File: config.mk
export PLATFORM = sky130hd
export DESIGN_NAME = axis_width_split
export DESIGN_NICKNAME = d
export VERILOG_FILES = /design/src/rtl/axis_width_split.sv
export SDC_FILE = /design/constraint.sdc
export NUM_CORES = 1
export LEC_CHECK = 0
export CORE_UTILIZATION = 53
export DETAILED_ROUTE_END_ITERATION = 10
export GPL_TIMING_DRIVEN = 0
export PLACE_DENSITY = 0.81
export SYNTH_ARGS = -nofsm -noshare
export SYNTH_HDL_FRONTEND = slang
export SYNTH_SLANG_ARGS = --single-unit
File: constraint.sdc
create_clock -name aclk -period 5 [get_ports aclk]
set_input_delay 1 -clock aclk [delete_from_list [all_inputs] [get_ports aclk]]
set_output_delay 1 -clock aclk [all_outputs]
set_load 0.02 [all_outputs]
File: src/rtl/axis_width_split.sv
// rtl/axis_width_split.sv - splits wide AXI-Stream beats into MSB-first slim beats
module axis_width_split #(
    parameter int WIDE_DSIZE = 64,
    parameter int SLIM_DSIZE = 8
) (
    input  logic                      aclk,
    input  logic                      areset,
    input  logic [WIDE_DSIZE-1:0]     wide_tdata,
    input  logic [WIDE_DSIZE/8-1:0]   wide_tkeep,
    input  logic                      wide_tvalid,
    input  logic                      wide_tlast,
    output logic                      wide_tready,
    output logic [SLIM_DSIZE-1:0]     slim_tdata,
    output logic [SLIM_DSIZE/8-1:0]   slim_tkeep,
    output logic                      slim_tvalid,
    output logic                      slim_tlast,
    input  logic                      slim_tready
);
    localparam int NSIZE  = WIDE_DSIZE / SLIM_DSIZE;
    localparam int WKSIZE = WIDE_DSIZE / 8;
    localparam int SKSIZE = SLIM_DSIZE / 8;
    localparam int PW     = (NSIZE > 1) ? $clog2(NSIZE) : 1;

    if ((WIDE_DSIZE % SLIM_DSIZE) != 0 || (SLIM_DSIZE % 8) != 0 || NSIZE < 2) begin : g_param_check
        $error("axis_width_split: WIDE_DSIZE must be a multiple of SLIM_DSIZE, SLIM_DSIZE a multiple of 8, ratio >= 2");
    end

    typedef enum logic {EMPTY, SHIFT} state_t;

    state_t                state, state_d;
    logic [PW-1:0]         point, point_d;
    logic [PW-1:0]         final_q, final_d;
    logic [WIDE_DSIZE-1:0] data_q;
    logic [WKSIZE-1:0]     keep_q;
    logic                  last_q;
    logic                  load;
    logic                  at_final;
    logic [WIDE_DSIZE-1:0] data_sh;
    logic [WKSIZE-1:0]     keep_sh;

    // Last beat stops at the highest slice carrying any byte; an all-empty last beat still emits slice 0 for tlast.
    always_comb begin
        final_d = PW'(NSIZE - 1);
        if (wide_tlast) begin
            final_d = '0;
            for (int i = 0; i < NSIZE; i++) begin
                if (wide_tkeep[WKSIZE-1-i*SKSIZE -: SKSIZE] != '0) final_d = PW'(i);
            end
        end
    end

    assign at_final    = (point == final_q);
    assign slim_tvalid = (state == SHIFT);
    assign slim_tlast  = slim_tvalid && last_q && at_final;
    assign wide_tready = !areset && ((state == EMPTY) || (slim_tvalid && slim_tready && at_final));

    assign data_sh    = data_q << (point * SLIM_DSIZE);
    assign keep_sh    = keep_q << (point * SKSIZE);
    assign slim_tdata = data_sh[WIDE_DSIZE-1 -: SLIM_DSIZE];
    assign slim_tkeep = keep_sh[WKSIZE-1 -: SKSIZE];

    always_comb begin
        state_d = state;
        point_d = point;
        load    = 1'b0;
        case (state)
            EMPTY: begin
                if (wide_tvalid) begin
                    load    = 1'b1;
                    point_d = '0;
                    state_d = SHIFT;
                end
            end
            SHIFT: begin
                if (slim_tready) begin
                    if (!at_final) begin
                        point_d = point + 1'b1;
                    end else if (wide_tvalid) begin
                        load    = 1'b1;
                        point_d = '0;
                    end else begin
                        state_d = EMPTY;
                    end
                end
            end
            default: state_d = EMPTY;
        endcase
    end

    always_ff @(posedge aclk or posedge areset) begin
        if (areset) begin
            state   <= EMPTY;
            point   <= '0;
            data_q  <= '0;
            keep_q  <= '0;
            final_q <= '0;
            last_q  <= 1'b0;
        end else begin
            state <= state_d;
            point <= point_d;
            if (load) begin
                data_q  <= wide_tdata;
                keep_q  <= wide_tkeep;
                final_q <= final_d;
                last_q  <= wide_tlast;
            end
        end
    end
endmodule

==> results of run 1 <==
## cells by family (layout without fill, tap and decap cells)
| kind of cell | after synthesis | count (layout) | synth area share |
|---|---|---|---|
| compound gates | 16 | 16 | 0.0363 |
| buf+inv | 17 | 122 | 0.0214 |
| simple gates | 20 | 20 | 0.0288 |
| xor+xnor | 3 | 3 | 0.00712 |
| flops | 80 | 80 | 0.543 |
| mux | 100 | 100 | 0.360 |
| fa+ha+maj | 1 | 1 | 0.00339 |
## worst min path at each step
stage	endpoint	depth (start not counted)	slack (ns)
6_report	keep_q[3]$_DFFE_PP0P_	1	0.49
5_1_grt	keep_q[0]$_DFFE_PP0P_	1	0.51
4_1_cts	keep_q[0]$_DFFE_PP0P_	1	0.50
3_5_place_dp	keep_q[0]$_DFFE_PP0P_	1	0.48
3_3_place_gp	keep_q[0]$_DFFE_PP0P_	1	0.46
2_1_floorplan	keep_q[1]$_DFFE_PP0P_	1	0.45
## critical path, delay by kind of cell, from the launching register on
family / cells / cell delay (ns)
multiplexers: 2 / 0.88
flip-flops: 1 / 0.45
buffers and inverters: 2 / 0.94
## registers in the layout, summed over array words and instances (netlist names)
name and count:
data_q 64, slim_tvalid 1, keep_q 8, final_q 3
point 3, last_q 1
## cells in the mapped netlist (all sizes together)
| library cell | n |
|---|---|
| nand2b | 1 |
| o21ba | 1 |
| mux4 | 18 |
| nand3 | 2 |
| a21oi | 2 |
| nor2b | 1 |
| nand4b | 1 |
| nor3 | 1 |
| nand2 | 4 |
| o311ai | 1 |
| nand3b | 2 |
| o32ai | 1 |
| buf | 10 |
| a21o | 4 |
| a31oi | 2 |
| mux2 | 82 |
| o2bb2ai | 1 |
| nor2 | 5 |
| nor3b | 2 |
| xor2 | 3 |
| ha | 1 |
| dfrtp | 80 |
| clkbuf | 4 |
| o21ai | 2 |
| o41ai | 1 |
| inv | 3 |
| and3 | 1 |
| o21a | 1 |
## routing by layer
layer | track usage | share of wire | routed length, microns
met5 | 0 | 0 | 0
met4 | 0.0955 | 0.016 | 129
met3 | 0.0496 | 0.052 | 419
met2 | 0.411 | 0.51 | 4130
met1 | 0.303 | 0.42 | 3390
## power by group through the flow
stage	clock network [mW]	logic [mW]	registers (mW)
final	0.554	1.52	1.15
after global routing	0.588	1.61	1.19
after CTS	0.564	1.53	1.15
after detailed placement	0	1.52	1.16
after global placement	0	1.48	1.14
after floorplan	0	1.08	1.10
## layout make-up
cell class | instances | area, sq um | area share
Sequential cell | 80 | 2000 | 0.405
Multi-Input combinational cell | 140 | 1610 | 0.325
Timing Repair Buffer | 89 | 908 | 0.184
Clock buffer | 12 | 165 | 0.0334
Tap cell | 80 | 100 | 0.0203
Clock inverter | 4 | 75.1 | 0.0152
Buffer | 14 | 67.6 | 0.0137
Inverter | 3 | 13.8 | 0.00279
==> metrics.cfg, run 1 <==
[run_status]
status=finished, final reports clean

[placed_design]
dpl_worst_slack_ns=1.48
place_inst=406
place_area_sq_um=4700
port_buffers=88
dpl.hpwl_mm=5.89
gp_congestion=0.823

[pwr]
power_frac_comb=0.471
power_frac_seq=0.357
vdd_drop_max_uv=467
p_sw_frac=0.320
p_int_mw=2.19
p_leak_nw=2.05
powerDensity_nw_per_um2=651
finalPower_mw=3.22
p_switching_mw=1.03
clockPowerShare=0.172

[synthesis]
ys_top_cells_by_area=dfrtp_1, mux2_2, mux4_2
synthCells=237
seq_area_frac_synth=0.543
avgSynthCellArea_sq_um=15.6
synth_cell_types=30
synth_seq_cells=80
syn_nets=315
yosysTopAreaCell=dfrtp_1
syn_area_sq_um=3690
ys_warn_count=0
synth_top_area_frac=0.543

[sta]
fin_ws_ns=1.38
finalClockSkew_ns=0.0108
max_freq_mhz=277
tightest_slew_ns=0.720
drv_slew=0
rsz0062_at_grt=no
hold_viol=0
finalSetupTns_ns=0
setup_violations=0
fin_crit_ns=3.62
hold_ws_ns=0.488
maxSlewHeadroom=0.516
fin_crit_sh=0.723

[die]
core-area_sq_um=6760
die_h_microns=85.4
start_util=0.546
die-width_microns=85.4
top_level_ports=89
dieArea_sq_um=7300
rows=30

[clocking]
path_clk_slew_ns=0.08
cts_sinks=80
clk_latency_ns=0.34
postCtsSetupRepairBufs=0
cts_tree=built
cts_made_buffers=9
htree_num_levels=3
holdBufCountCts=0
ctsResizeCount=0
root_buffer=clkbuf_8
clk_path_buf_depth=2

[critical_path]
cp-endpoint=slim_tdata[7]
arrival_ns=2.62
cp_max_fo=10
startpoint=point[0]$_DFFE_PP0P_
worst_setup_path_start_kind=flip-flop
slowest_delay_ns=0.59
rr_worst_depth=5
crit_path_top_delay_cell=mux4_2
r2r_end=keep_q[1]$_DFFE_PP0P_
crit_type=reg -> out
cp.required_ns=4.00
r2r_start=point[1]$_DFFE_PP0P_
crit_path_end_kind=output pin
crit_chain=buf_2 -> mux4_2 -> mux2_2 -> clkdlybuf4s50_1
worst-r2r-setup-slack_ns=2.80

[finish]
antenna_cells=0
instances_no_fill=422
drive_gt1_frac=0.368
post-route-util=0.731
fill_cells=467
most-common-layout-cells=clkdlybuf4s50_1, dfrtp_1, mux2_2
layout_commonest_cell=clkdlybuf4s50_1
finalNetCount=415
post-route-cell-area_sq_um=4940
syn2layout_area_growth_pct=33.9

[routing]
vias=2393
drt_iter0_drc=87
wirelength_mm=8.07
drt.antenna.violating_nets=0
detail_route.wl_per_cell_microns=19.1
detail_route.first_pass.iterations=6
drc_errors=0
vias_per_cell=5.67

[worst_hold_path]
worst_hold_path_type=reg -> reg
worstHoldStart=keep_q[3]$_DFFE_PP0P_

[global_routing]
grt_max_degree=47
overflow=0
grt_pass1_wl_mm=12.9
grt_pass1_vias=2591
grt_util_all_layers=0.241
antenna_found_initial=0

[flow_run]
drv_cap=0

No activity file was read; power rests on OpenSTA's default activity.
==> run 2: changes to the inputs <==
--- a/config.mk
+++ b/config.mk
@@ -5,10 +5,10 @@
 export SDC_FILE = /design/constraint.sdc
 export NUM_CORES = 1
 export LEC_CHECK = 0
-export CORE_UTILIZATION = 53
+export CORE_UTILIZATION = 50
 export DETAILED_ROUTE_END_ITERATION = 10
 export GPL_TIMING_DRIVEN = 0
-export PLACE_DENSITY = 0.81
+export PLACE_DENSITY = 0.76
 export SYNTH_ARGS = -nofsm -noshare
 export SYNTH_HDL_FRONTEND = slang
 export SYNTH_SLANG_ARGS = --single-unit
==> constraint.sdc (replaced) <==
create_clock -name aclk -period 3.5 [get_ports aclk]
set_input_delay 0.7 -clock aclk [delete_from_list [all_inputs] [get_ports aclk]]
set_output_delay 0.7 -clock aclk [all_outputs]
set_load 0.02 [all_outputs]
==> run 2 against run 1 <==
  * Largest power group unchanged
  * Non-clock buffer count unchanged
  * Total power up 39%
  * Worst hold slack worse by 0.0010 ns
  * Setup slack worse by 1.2 ns
==> metrics.cfg, run 2 (same netlist as run 1, synthesis figures left out) <==
[run_status]
status=finished, final reports clean

[finish]
layout_commonest_cell=clkdlybuf4s50_1
drive_gt1_frac=0.363  ; -0.00585
finalNetCount=415  ; unchanged
syn2layout_area_growth_pct=33.3
antenna_cells=0  ; unchanged
largestRegisters=data_q (64), keep_q (8)
top_register=data_q
most-common-layout-cells=clkdlybuf4s50_1, dfrtp_1, mux2_2
largest_reg_flops=64  ; unchanged

[sta]
maxSlewHeadroom=0.495  ; -0.0213
rsz0062_at_grt=no
tightest_slew_ns=0.752  ; +0.0318 ns
fin_crit_ns=3.32
finalClockSkew_ns=0.00684  ; -0.00397 ns
fin_crit_sh=0.948
max_freq_mhz=301
fin_ws_ns=0.181  ; -1.20 ns
setup_violations=0  ; unchanged
drv_slew=0  ; unchanged
hold_viol=0  ; unchanged

[critical_path]
arrival_ns=2.62  ; about the same
worst-r2r-setup-slack_ns=1.29  ; -1.51 ns
cp.required_ns=2.80  ; -1.20 ns
rr_worst_depth=5  ; unchanged
cp_max_fo=10  ; unchanged
startpoint=point[0]$_DFFE_PP0P_
r2r_end=keep_q[0]$_DFFE_PP0P_
r2r_start=point[0]$_DFFE_PP0P_
crit_path_end_kind=output pin
cp-endpoint=slim_tdata[5]
crit_type=reg -> out
worst_setup_path_start_kind=flip-flop

[routing]
detail_route.first_pass.iterations=4  ; -2
wl_met1_mm=3.49  ; +2.9%
detail_route.wl_per_cell_microns=18.4  ; -4.0%
drt.antenna.violating_nets=0  ; unchanged
vias_per_cell=5.37  ; -5.2%
drt_iter0_drc=88  ; +1.1%
wirelength_mm=8.05  ; -0.31%
routed-wl-met2_mm=4.05  ; -2.1%
vias=2354  ; -1.6%
top_layer=met4
met3_length_microns=399  ; -4.8%
drc_errors=0  ; unchanged

[die]
die_h_microns=87.9  ; +2.9%
core-area_sq_um=6940  ; +2.8%
dieArea_sq_um=7720  ; +5.9%
die-width_microns=87.9  ; +2.9%
rows=30  ; unchanged
top_level_ports=89  ; unchanged
start_util=0.531  ; -0.0148

[clocking]
postCtsSetupRepairBufs=0  ; unchanged
ctsResizeCount=0  ; unchanged
root_buffer=clkbuf_8
cts_tree=built
cts_made_buffers=9  ; unchanged
cts_sinks=80  ; unchanged
holdBufCountCts=0  ; unchanged
clk_path_buf_depth=2  ; unchanged
clk_latency_ns=0.35  ; about the same
htree_num_levels=3  ; unchanged
path_clk_slew_ns=0.08  ; about the same

[pwr]
finalPower_mw=4.47  ; +39%
p_leak_nw=2.04  ; -0.56%
vdd_drop_max_uv=640  ; +37%
powerDensity_nw_per_um2=908  ; +40%

[global_routing]
grt_pass1_wl_mm=12.9  ; about the same
grt_util_all_layers=0.233  ; -0.00793
overflow=0  ; unchanged
antenna_found_initial=0  ; unchanged
grt_max_degree=58  ; +23%
grt_pass1_vias=2611  ; +0.77%

[placed_design]
dpl.hpwl_mm=5.73  ; -2.7%
dpl_worst_slack_ns=0.518  ; -0.961 ns
port_buffers=88  ; unchanged
gp_congestion=0.803  ; -2.5%

[flow_run]
drv_cap=0  ; unchanged

[worst_hold_path]
worst_hold_path_type=reg -> reg

run 2: cell count changes in the layout (fill, tap and decap cells not counted):
| cell | delta |
|---|---|
| clkbuf_1 | +2 |
| clkinv_2 | +2 |
| clkinvlp_4 | -2 |
| bufinv_16 | -1 |
| clkbuf_8 | -1 |
run 2: worst min-delay path by stage:
stage	startpoint	to	slack, ns	cells after the start
2_1_floorplan	keep_q[1]$_DFFE_PP0P_	keep_q[1]$_DFFE_PP0P_	0.45	1
3_3_place_gp	keep_q[1]$_DFFE_PP0P_	keep_q[1]$_DFFE_PP0P_	0.47	1
3_5_place_dp	keep_q[1]$_DFFE_PP0P_	keep_q[1]$_DFFE_PP0P_	0.48	1
4_1_cts	keep_q[1]$_DFFE_PP0P_	keep_q[1]$_DFFE_PP0P_	0.49	1
5_1_grt	keep_q[1]$_DFFE_PP0P_	keep_q[1]$_DFFE_PP0P_	0.50	1
6_report	keep_q[1]$_DFFE_PP0P_	keep_q[1]$_DFFE_PP0P_	0.49	1
run 2: layer usage:
layer | vias to the layer above | GRT usage
met5 | - | 0
met4 | 0 | 0.0775
met3 | 12 | 0.0575
met2 | 69 | 0.397
met1 | 1194 | 0.293
li1 | 1079 | -
run 2: worst max-delay path, stage by stage, from the launching register on:
cell,delay [ns]
dfrtp_1,0.46
buf_2,0.40
mux4_2,0.58
mux2_2,0.28
clkdlybuf4s50_1,0.54
run 2: per-stage QoR:
| stage | setup TNS, ns | hold slack (ns) | instances | utilization | instance area, sq um |
|---|---|---|---|---|---|
| 2_1_floorplan | 0 | 0.452 | 237 | - | 3690 |
| 3_3_place_gp | -51.99 | 0.469 | 421 | 0.675 | 4690 |
| 3_5_place_dp | 0 | 0.475 | 422 | 0.680 | 4720 |
| 4_1_cts | 0 | 0.493 | 438 | 0.708 | 4920 |
| 5_1_grt | 0 | 0.503 | 438 | 0.708 | 4920 |
| 6_report | 0 | 0.487 | 438 | 0.708 | 4920 |
run 2: cell type report:
| type | instances | area [sq um] |
|---|---|---|
| clock buffers | 13 | 159 |
| clock inverters | 3 | 40.0 |
| well taps | 96 | 120 |
| multi-input cells | 140 | 1610 |
| inverters | 3 | 13.8 |
| plain buffers | 14 | 67.6 |
| fillers | 504 | 2030 |
| flip-flops and latches | 80 | 2000 |
| repair buffers | 89 | 908 |
run 2: where the power goes:
part | internal (mW) | total, mW | switching, mW
registers | 1.39 | 1.64 | 0.244
clock network | 0.367 | 0.687 | 0.320
logic | 1.27 | 2.14 | 0.875
